==> config.mk <==
export PLATFORM = sky130hd
export DESIGN_NAME = pwm_multichannel
export DESIGN_NICKNAME = d
export VERILOG_FILES = /design/src/rtl/pwm_pkg.sv /design/src/rtl/pwm_compare.sv /design/src/rtl/pwm_multichannel.sv
export SDC_FILE = /design/constraint.sdc
export NUM_CORES = 1
export LEC_CHECK = 0
export ABC_AREA = 1
export BUFFER_PORTS_ARGS = -buffer_cell sky130_fd_sc_hd__clkbuf_2
export CORE_MARGIN = 4
export CORE_UTILIZATION = 30
export DETAILED_ROUTE_END_ITERATION = 6
export GPL_TIMING_DRIVEN = 0
export HOLD_SLACK_MARGIN = 0.15
export PLACE_DENSITY = 0.52
export SLEW_MARGIN = 10
export SYNTH_ARGS = -nofsm -noshare
export SYNTH_HDL_FRONTEND = slang
export SYNTH_HIERARCHICAL = 1
export SYNTH_SLANG_ARGS = --single-unit
==> constraint.sdc <==
create_clock -name clk -period 2.7 [get_ports clk]
set_input_delay 0.405 -clock clk [delete_from_list [all_inputs] [get_ports clk]]
set_output_delay 0.405 -clock clk [all_outputs]
set_load 0.02 [all_outputs]
==> src/rtl/pwm_pkg.sv <==
`default_nettype none
// ============================================================================
// Module   : pwm_pkg
// Purpose  : Shared encodings for the multi-channel PWM generator.
// Revision : 1.0 - initial release
// ============================================================================
package pwm_pkg;

    localparam logic [1:0] c_MODE_OFF      = 2'b00;
    localparam logic [1:0] c_MODE_EDGE     = 2'b01;
    localparam logic [1:0] c_MODE_CENTER   = 2'b10;
    localparam logic [1:0] c_MODE_EDGE_INV = 2'b11;

    localparam logic c_DIR_UP   = 1'b0;
    localparam logic c_DIR_DOWN = 1'b1;

endpackage
`default_nettype wire

==> src/rtl/pwm_compare.sv <==
`default_nettype none
// ============================================================================
// Module   : pwm_compare
// Purpose  : One PWM channel: duty shadow/active registers, compare against
//            the shared counter, optional inversion and output flop.
// Revision : 1.0 - initial release
// ============================================================================
module pwm_compare
    import pwm_pkg::*;
#(
    parameter int CNT_W = 16
) (
    input  logic             clk,
    input  logic             rst,
    input  logic             i_load,
    input  logic             i_wr,
    input  logic [CNT_W-1:0] i_wr_val,
    input  logic [CNT_W-1:0] i_count,
    input  logic [1:0]       i_mode_act,
    output logic             o_pwm
);

    logic [CNT_W-1:0] r_duty_sh;
    logic [CNT_W-1:0] r_duty_act;
    logic             r_pwm;
    logic             w_raw;
    logic             w_pwm_d;

    always_comb begin
        w_raw   = (i_count < r_duty_act);
        w_pwm_d = 1'b0;
        case (i_mode_act)
            c_MODE_EDGE,
            c_MODE_CENTER:   w_pwm_d = w_raw;
            c_MODE_EDGE_INV: w_pwm_d = ~w_raw;
            default:         w_pwm_d = 1'b0;
        endcase
    end

    always_ff @(posedge clk) begin
        if (rst) begin
            r_duty_sh  <= '0;
            r_duty_act <= '0;
            r_pwm      <= 1'b0;
        end else begin
            if (i_wr) begin
                r_duty_sh <= i_wr_val;
            end
            // A write landing on the load edge bypasses the shadow so it is not lost.
            if (i_load) begin
                r_duty_act <= i_wr ? i_wr_val : r_duty_sh;
            end
            r_pwm <= w_pwm_d;
        end
    end

    assign o_pwm = r_pwm;

endmodule
`default_nettype wire

==> src/rtl/pwm_multichannel.sv <==
`default_nettype none
// ============================================================================
// Module   : pwm_multichannel
// Purpose  : Shared period counter with CHANNELS duty comparators; period,
//            mode and duty are double-buffered and switch at period boundaries.
// Revision : 1.0 - initial release
// ============================================================================
module pwm_multichannel
    import pwm_pkg::*;
#(
    parameter int  CHANNELS = 4,
    parameter int  CNT_W    = 16,
    localparam int c_CH_W   = (CHANNELS > 1) ? $clog2(CHANNELS) : 1
) (
    input  logic                clk,
    input  logic                rst,
    input  logic [1:0]          mode,
    input  logic [CNT_W-1:0]    period,
    input  logic                duty_we,
    input  logic [c_CH_W-1:0]   duty_ch,
    input  logic [CNT_W-1:0]    duty_val,
    output logic [CHANNELS-1:0] pwm,
    output logic [CNT_W-1:0]    count,
    output logic                period_end
);

    logic [1:0]       r_mode_sh;
    logic [1:0]       r_mode_act;
    logic [CNT_W-1:0] r_period_sh;
    logic [CNT_W-1:0] r_period_act;
    logic [CNT_W-1:0] r_count;
    logic             r_dir;

    logic [CNT_W-1:0] w_count_inc;
    logic [CNT_W-1:0] w_count_dec;
    logic [CNT_W-1:0] w_count_d;
    logic             w_dir_d;
    logic             w_period_end;
    logic             w_load;
    logic             w_mode_change;
    logic [CHANNELS-1:0] w_wr;

    assign w_count_inc   = r_count + 1'b1;
    assign w_count_dec   = r_count - 1'b1;
    assign w_load        = w_period_end || (r_mode_act == c_MODE_OFF);
    assign w_mode_change = (r_mode_sh != r_mode_act);

    always_comb begin
        w_period_end = 1'b0;
        case (r_mode_act)
            c_MODE_EDGE,
            c_MODE_EDGE_INV: w_period_end = (r_count == r_period_act);
            c_MODE_CENTER:   w_period_end = (r_period_act == '0) ||
                                            ((r_dir == c_DIR_DOWN) && (r_count == CNT_W'(1)));
            default:         w_period_end = 1'b0;
        endcase
    end

    // dir holds the direction of the next step, so the peak sample already reads "down".
    always_comb begin
        w_count_d = r_count;
        w_dir_d   = r_dir;
        if (w_load && w_mode_change) begin
            w_count_d = '0;
            w_dir_d   = c_DIR_UP;
        end else begin
            case (r_mode_act)
                c_MODE_CENTER: begin
                    if (r_period_act == '0) begin
                        w_count_d = '0;
                        w_dir_d   = c_DIR_UP;
                    end else if (r_dir == c_DIR_UP) begin
                        w_count_d = w_count_inc;
                        w_dir_d   = (w_count_inc >= r_period_act) ? c_DIR_DOWN : c_DIR_UP;
                    end else begin
                        w_count_d = w_count_dec;
                        w_dir_d   = (w_count_dec == '0) ? c_DIR_UP : c_DIR_DOWN;
                    end
                end
                c_MODE_EDGE,
                c_MODE_EDGE_INV: begin
                    w_count_d = (r_count >= r_period_act) ? '0 : w_count_inc;
                    w_dir_d   = c_DIR_UP;
                end
                default: begin
                    w_count_d = '0;
                    w_dir_d   = c_DIR_UP;
                end
            endcase
        end
    end

    always_ff @(posedge clk) begin
        if (rst) begin
            r_mode_sh    <= c_MODE_OFF;
            r_mode_act   <= c_MODE_OFF;
            r_period_sh  <= '0;
            r_period_act <= '0;
            r_count      <= '0;
            r_dir        <= c_DIR_UP;
        end else begin
            r_mode_sh   <= mode;
            r_period_sh <= period;
            if (w_load) begin
                r_mode_act   <= r_mode_sh;
                r_period_act <= r_period_sh;
            end
            r_count <= w_count_d;
            r_dir   <= w_dir_d;
        end
    end

    generate
        for (genvar g = 0; g < CHANNELS; g++) begin : g_ch
            assign w_wr[g] = duty_we && (duty_ch == c_CH_W'(g));

            pwm_compare #(
                .CNT_W (CNT_W)
            ) u_cmp (
                .clk        (clk),
                .rst        (rst),
                .i_load     (w_load),
                .i_wr       (w_wr[g]),
                .i_wr_val   (duty_val),
                .i_count    (r_count),
                .i_mode_act (r_mode_act),
                .o_pwm      (pwm[g])
            );
        end
    endgenerate

    assign count      = r_count;
    assign period_end = w_period_end;

endmodule
`default_nettype wire
==> metrics.md <==
| Metric | Value |
|---|---|
| Detail Route Antenna Nets | `0` |
| Portion of total power attributed to the clock network | `around 37%` |
| Minimum clock period after layout | `2.551 ns` |
| Total nets after synthesis | `1,443` |
| Total chip power | `0.006857 W` |
| Highest achievable clock rate | `392.0 MHz` |
| Detailed placer's ending HPWL | `20.06 mm` |
| Count of different cell masters after synthesis | `36` |
| Cell types occupying the most area after synthesis | `sky130_fd_sc_hd__dfxtp_1 (36%), sky130_fd_sc_hd__ha_1 (12%), sky130_fd_sc_hd__nand2_1 (9.4%)` |
| Number of rows created at floorplan | `67` |
| Worst Setup Start Kind | `flop` |
| Routability congestion estimate from global placement | `0.8448` |
| Area share of the largest cell type after synthesis | `approximately 36%` |
| Average routed wire per standard cell | `14.60 um` |
| Met2 Resource Use GR | `26.58%` |
| Chip height | `192.0 um` |
| Final clock skew | `around 0.012 ns` |
| Footprint of the multi-input gates | `0.005268 mm^2` |
| Aggregate global routing overflow | `0` |
| Layout Area Growth over Synthesis | `19.49%` |
| Total vias in the final route | `approximately 8,300` |
| Largest fanout on the critical path | `6` |
| Dominant cell type by area after synthesis | `sky130_fd_sc_hd__dfxtp_1` |
| Synthesized instance count | `1,304` |
| Commonest cells after routing, fill and taps aside | `sky130_fd_sc_hd__nand2_1 (253), sky130_fd_sc_hd__inv_1 (205), sky130_fd_sc_hd__dfxtp_1 (163), sky130_fd_sc_hd__nor2_1 (138), sky130_fd_sc_hd__ha_1 (97)` |
| Layout Nets | `1,563` |
| Filler-free cell count of the finished design | `between 1,500 and 2,000` |
| Post-Place Setup Slack | `-0.5186 ns` |
| Top Usage Layer GRT | `met2` |
| Transition time at the pin with the least slew margin | `0.6340 ns` |
| Die width | `192.0 um` |
| Number of synthesized register bits | `about 190` |
| Vias per cell | `approximately 4.4` |
| Count of max-cap constraint violations | `0` |
| Ratio of total power to cell area | `between 500 and 600 mW/mm^2` |
| Number of fill cells | `3,506` |
| Maximum number of buffers from clock root to sink | `2` |
| Internal power summed over all cells | `0.004673 W` |
| Post-route core utilization | `36.28%` |
| Via count of the first global-routing pass | `8,141` |
| Number of clock sinks | `185` |
| Max-slew headroom at the worst pin | `57.68%` |
| Top-level I/O count | `60` |
| Final hold violations | `0` |
| Part of the power in registers | `43.9%` |
| Most common library cell in the layout ignoring fill and taps | `sky130_fd_sc_hd__nand2_1` |
| Area taken by flip-flops and latches | `~0.0038 mm^2` |
| Maximum resistive drop on vdd | `0.4541 mV` |
| Part of the Yosys area used for sequential elements | `between 30% and 40%` |
| Nature of the critical path endpoint | `flop` |
| Arrival time of the worst setup path | `2.91 ns` |
| CTS H-tree depth | `4` |
| Inserted Clock Buffers | `17` |
| TritonCTS clock tree | `built` |
| Post-route DRC | `0` |
| Routed wire length | `27.53 mm` |
| Final count of pins violating max slew | `0` |
| Share of post-route cells with drive strength above 1 | `between 10% and 20%` |
| Core Region | `roughly 0.033 mm^2` |
| Result of the run | `complete, no violations` |
| Number of optimization iterations in the first detailed-route pass | `5` |
| Synth warn | `6` |
| Required arrival time at the worst endpoint | `3.06 ns` |
| Initial antenna violation count | `1` |
| Post-Syn Area | `0.01016 mm^2` |
| I/O Buffers | `between 50 and 60` |
| Post-CTS clock slew at the launch and capture registers of the worst setup and hold paths | `0.07 ns` |
| Wire length of the first global-routing pass | `43.89 mm` |
| Largest net degree at the start of global routing | `30` |
| Net switching power figure | `0.002183 W` |
| DRC marker count from the first detailed-route iteration | `414` |
| Clk Latency, worst-skew pair | `around 0.44 ns` |
| Grt met1 use | `19.78%` |
| Total negative slack | `0 ns` |
| Critical path class | `reg2reg` |
| Root buffer selected by CTS | `sky130_fd_sc_hd__clkbuf_16` |
| Static power due to leakage | `6.129 nW` |
| Global-route track usage on met3 | `2.363%` |
| Placed Cells | `about 1,800` |
| Combinational share of power | `19.3%` |
| Share of the clock period used by the worst path after layout | `94.49%` |
| Die Footprint | `0.03686 mm^2` |
| Overall track demand over capacity in global routing | `15.41%` |
| Ant. Diodes | `0` |
| Switching share of power | `31.84%` |
| Initial Util | `30.36%` |
| Count of endpoints failing setup in the final report | `0` |
| Fin worst setup slack | `0.1489 ns` |
| Worst min path class | `in2reg` |
| Syn avg cell area | `roughly 7.8 um^2` |
-- logic make-up after synthesis --
logic type,Yosys count,synth area share (%)
buffers and inverters,282,12.43
flip-flops,185,36.47
AND/OR/NAND/NOR,497,20.73
XOR/XNOR,22,1.897
AO/OA/AOI/OAI,154,9.844
adder cells (fa/ha/maj),100,12.32
multiplexers,64,6.308
-- worst paths after layout --
check                                                start  slack (ns)                            end  cells after the start
worst max-delay path                   count[2]$_SDFF_PP0_        0.15               r_dir$_SDFF_PP0_                     14
worst min-delay path                             period[6]        0.16      r_period_sh[6]$_SDFF_PP0_                      3
worst max register to register         count[2]$_SDFF_PP0_        0.15               r_dir$_SDFF_PP0_                     14
worst min register to register  r_period_sh[15]$_SDFF_PP0_        0.45  r_period_act[15]$_SDFFE_PP0P_                      2
-- critical path, stage by stage (launching register included) --
cell	delay, ns
sky130_fd_sc_hd__dfxtp_4	0.37
sky130_fd_sc_hd__buf_6	0.13
sky130_fd_sc_hd__nand3_2	0.12
sky130_fd_sc_hd__nor2_4	0.16
sky130_fd_sc_hd__nand3_2	0.12
sky130_fd_sc_hd__nor3_1	0.19
sky130_fd_sc_hd__xor2_1	0.17
sky130_fd_sc_hd__inv_1	0.11
sky130_fd_sc_hd__ha_1	0.31
sky130_fd_sc_hd__nand2_1	0.10
sky130_fd_sc_hd__nor4_4	0.24
sky130_fd_sc_hd__nand3_1	0.12
sky130_fd_sc_hd__nand3_2	0.11
sky130_fd_sc_hd__nand2_1	0.07
sky130_fd_sc_hd__a21oi_1	0.17
-- power by group through the flow --
| stage | registers (W) | logic, W | clock network [W] |
|---|---|---|---|
| 2_1_floorplan | 0.00308 | 0.000927 | 0 |
| 3_3_place_gp | 0.00309 | 0.00126 | 0 |
| 3_5_place_dp | 0.00309 | 0.00127 | 0 |
| 4_1_cts | 0.00301 | 0.00132 | 0.00259 |
| 5_1_grt | 0.00304 | 0.00153 | 0.00270 |
| 6_report | 0.00301 | 0.00133 | 0.00252 |
-- timing repair --
action	4_1_cts	5_1_grt
gates resized for setup	50	25
pin swaps	5	6
setup buffers	22	6
endpoints found under the hold margin	17	0
setup endpoints to repair	66	56
hold buffers	17	0
-- cell type report --
| class | count | share of cell area, % |
|---|---|---|
| plain buffers | 46 | 3.083 |
| clock buffers | 18 | 3.536 |
| clock inverters | 14 | 1.382 |
| inverters | 234 | 7.258 |
| multi-input cells | 837 | 43.41 |
| flip-flops and latches | 185 | 31.05 |
| well taps | 448 | 4.619 |
| repair buffers | 103 | 5.660 |
-- state kept, by name, summed over array words and instances, names as in the netlist --
| register | flops |
|---|---|
| r_dir | 1 |
| r_period_sh | 16 |
| g_ch.u_cmp/r_duty_act | 64 |
| g_ch.u_cmp/o_pwm | 4 |
| g_ch.u_cmp/r_duty_sh | 64 |
| r_mode_sh | 2 |
| count | 16 |
| r_mode_act | 2 |
| r_period_act | 16 |
-- cells in the mapped netlist --
master / count
sky130_fd_sc_hd__o21a_1: 1
sky130_fd_sc_hd__o21ai_0: 5
sky130_fd_sc_hd__nor3_1: 19
sky130_fd_sc_hd__ha_1: 100
sky130_fd_sc_hd__buf_6: 9
sky130_fd_sc_hd__o211ai_1: 60
sky130_fd_sc_hd__xnor2_1: 2
sky130_fd_sc_hd__nor4_1: 2
sky130_fd_sc_hd__o21bai_1: 4
sky130_fd_sc_hd__nor2_4: 2
sky130_fd_sc_hd__nor3_2: 3
sky130_fd_sc_hd__dfxtp_1: 185
sky130_fd_sc_hd__o21ai_1: 5
sky130_fd_sc_hd__nand3_2: 9
sky130_fd_sc_hd__a21o_1: 1
sky130_fd_sc_hd__a21oi_2: 9
sky130_fd_sc_hd__nand2_1: 254
sky130_fd_sc_hd__or2_2: 1
sky130_fd_sc_hd__nand2_2: 8
sky130_fd_sc_hd__buf_8: 2
sky130_fd_sc_hd__buf_4: 1
sky130_fd_sc_hd__mux2i_1: 64
sky130_fd_sc_hd__nand4_1: 10
sky130_fd_sc_hd__xor2_1: 20
sky130_fd_sc_hd__nand3b_1: 1
sky130_fd_sc_hd__inv_2: 22
sky130_fd_sc_hd__clkbuf_1: 8
sky130_fd_sc_hd__inv_1: 212
sky130_fd_sc_hd__buf_2: 23
sky130_fd_sc_hd__o211ai_2: 4
sky130_fd_sc_hd__nor2_2: 5
sky130_fd_sc_hd__and2_4: 1
sky130_fd_sc_hd__nor2_1: 140
sky130_fd_sc_hd__buf_12: 5
sky130_fd_sc_hd__nand3_1: 42
sky130_fd_sc_hd__a21oi_1: 65
-- through the flow --
| step | area, um^2 | hold slack (ns) |
|---|---|---|
| finish | 12140 | 0.1626 |
| floorplan | 10160 | 0.4289 |
| global route | 12140 | 0.1849 |
| detailed placement | 11010 | 0.4367 |
| CTS | 12030 | 0.1505 |
| global placement | 11010 | 0.4386 |
-- metal layers --
metal / part of all wire, % / vias to the layer above
li1: - / 4415
met1: 47 / 3736
met2: 47 / 139
met3: 3.1 / 26
met4: 2.4 / 0
met5: 0 / -
(Power assumes the default switching activity.)
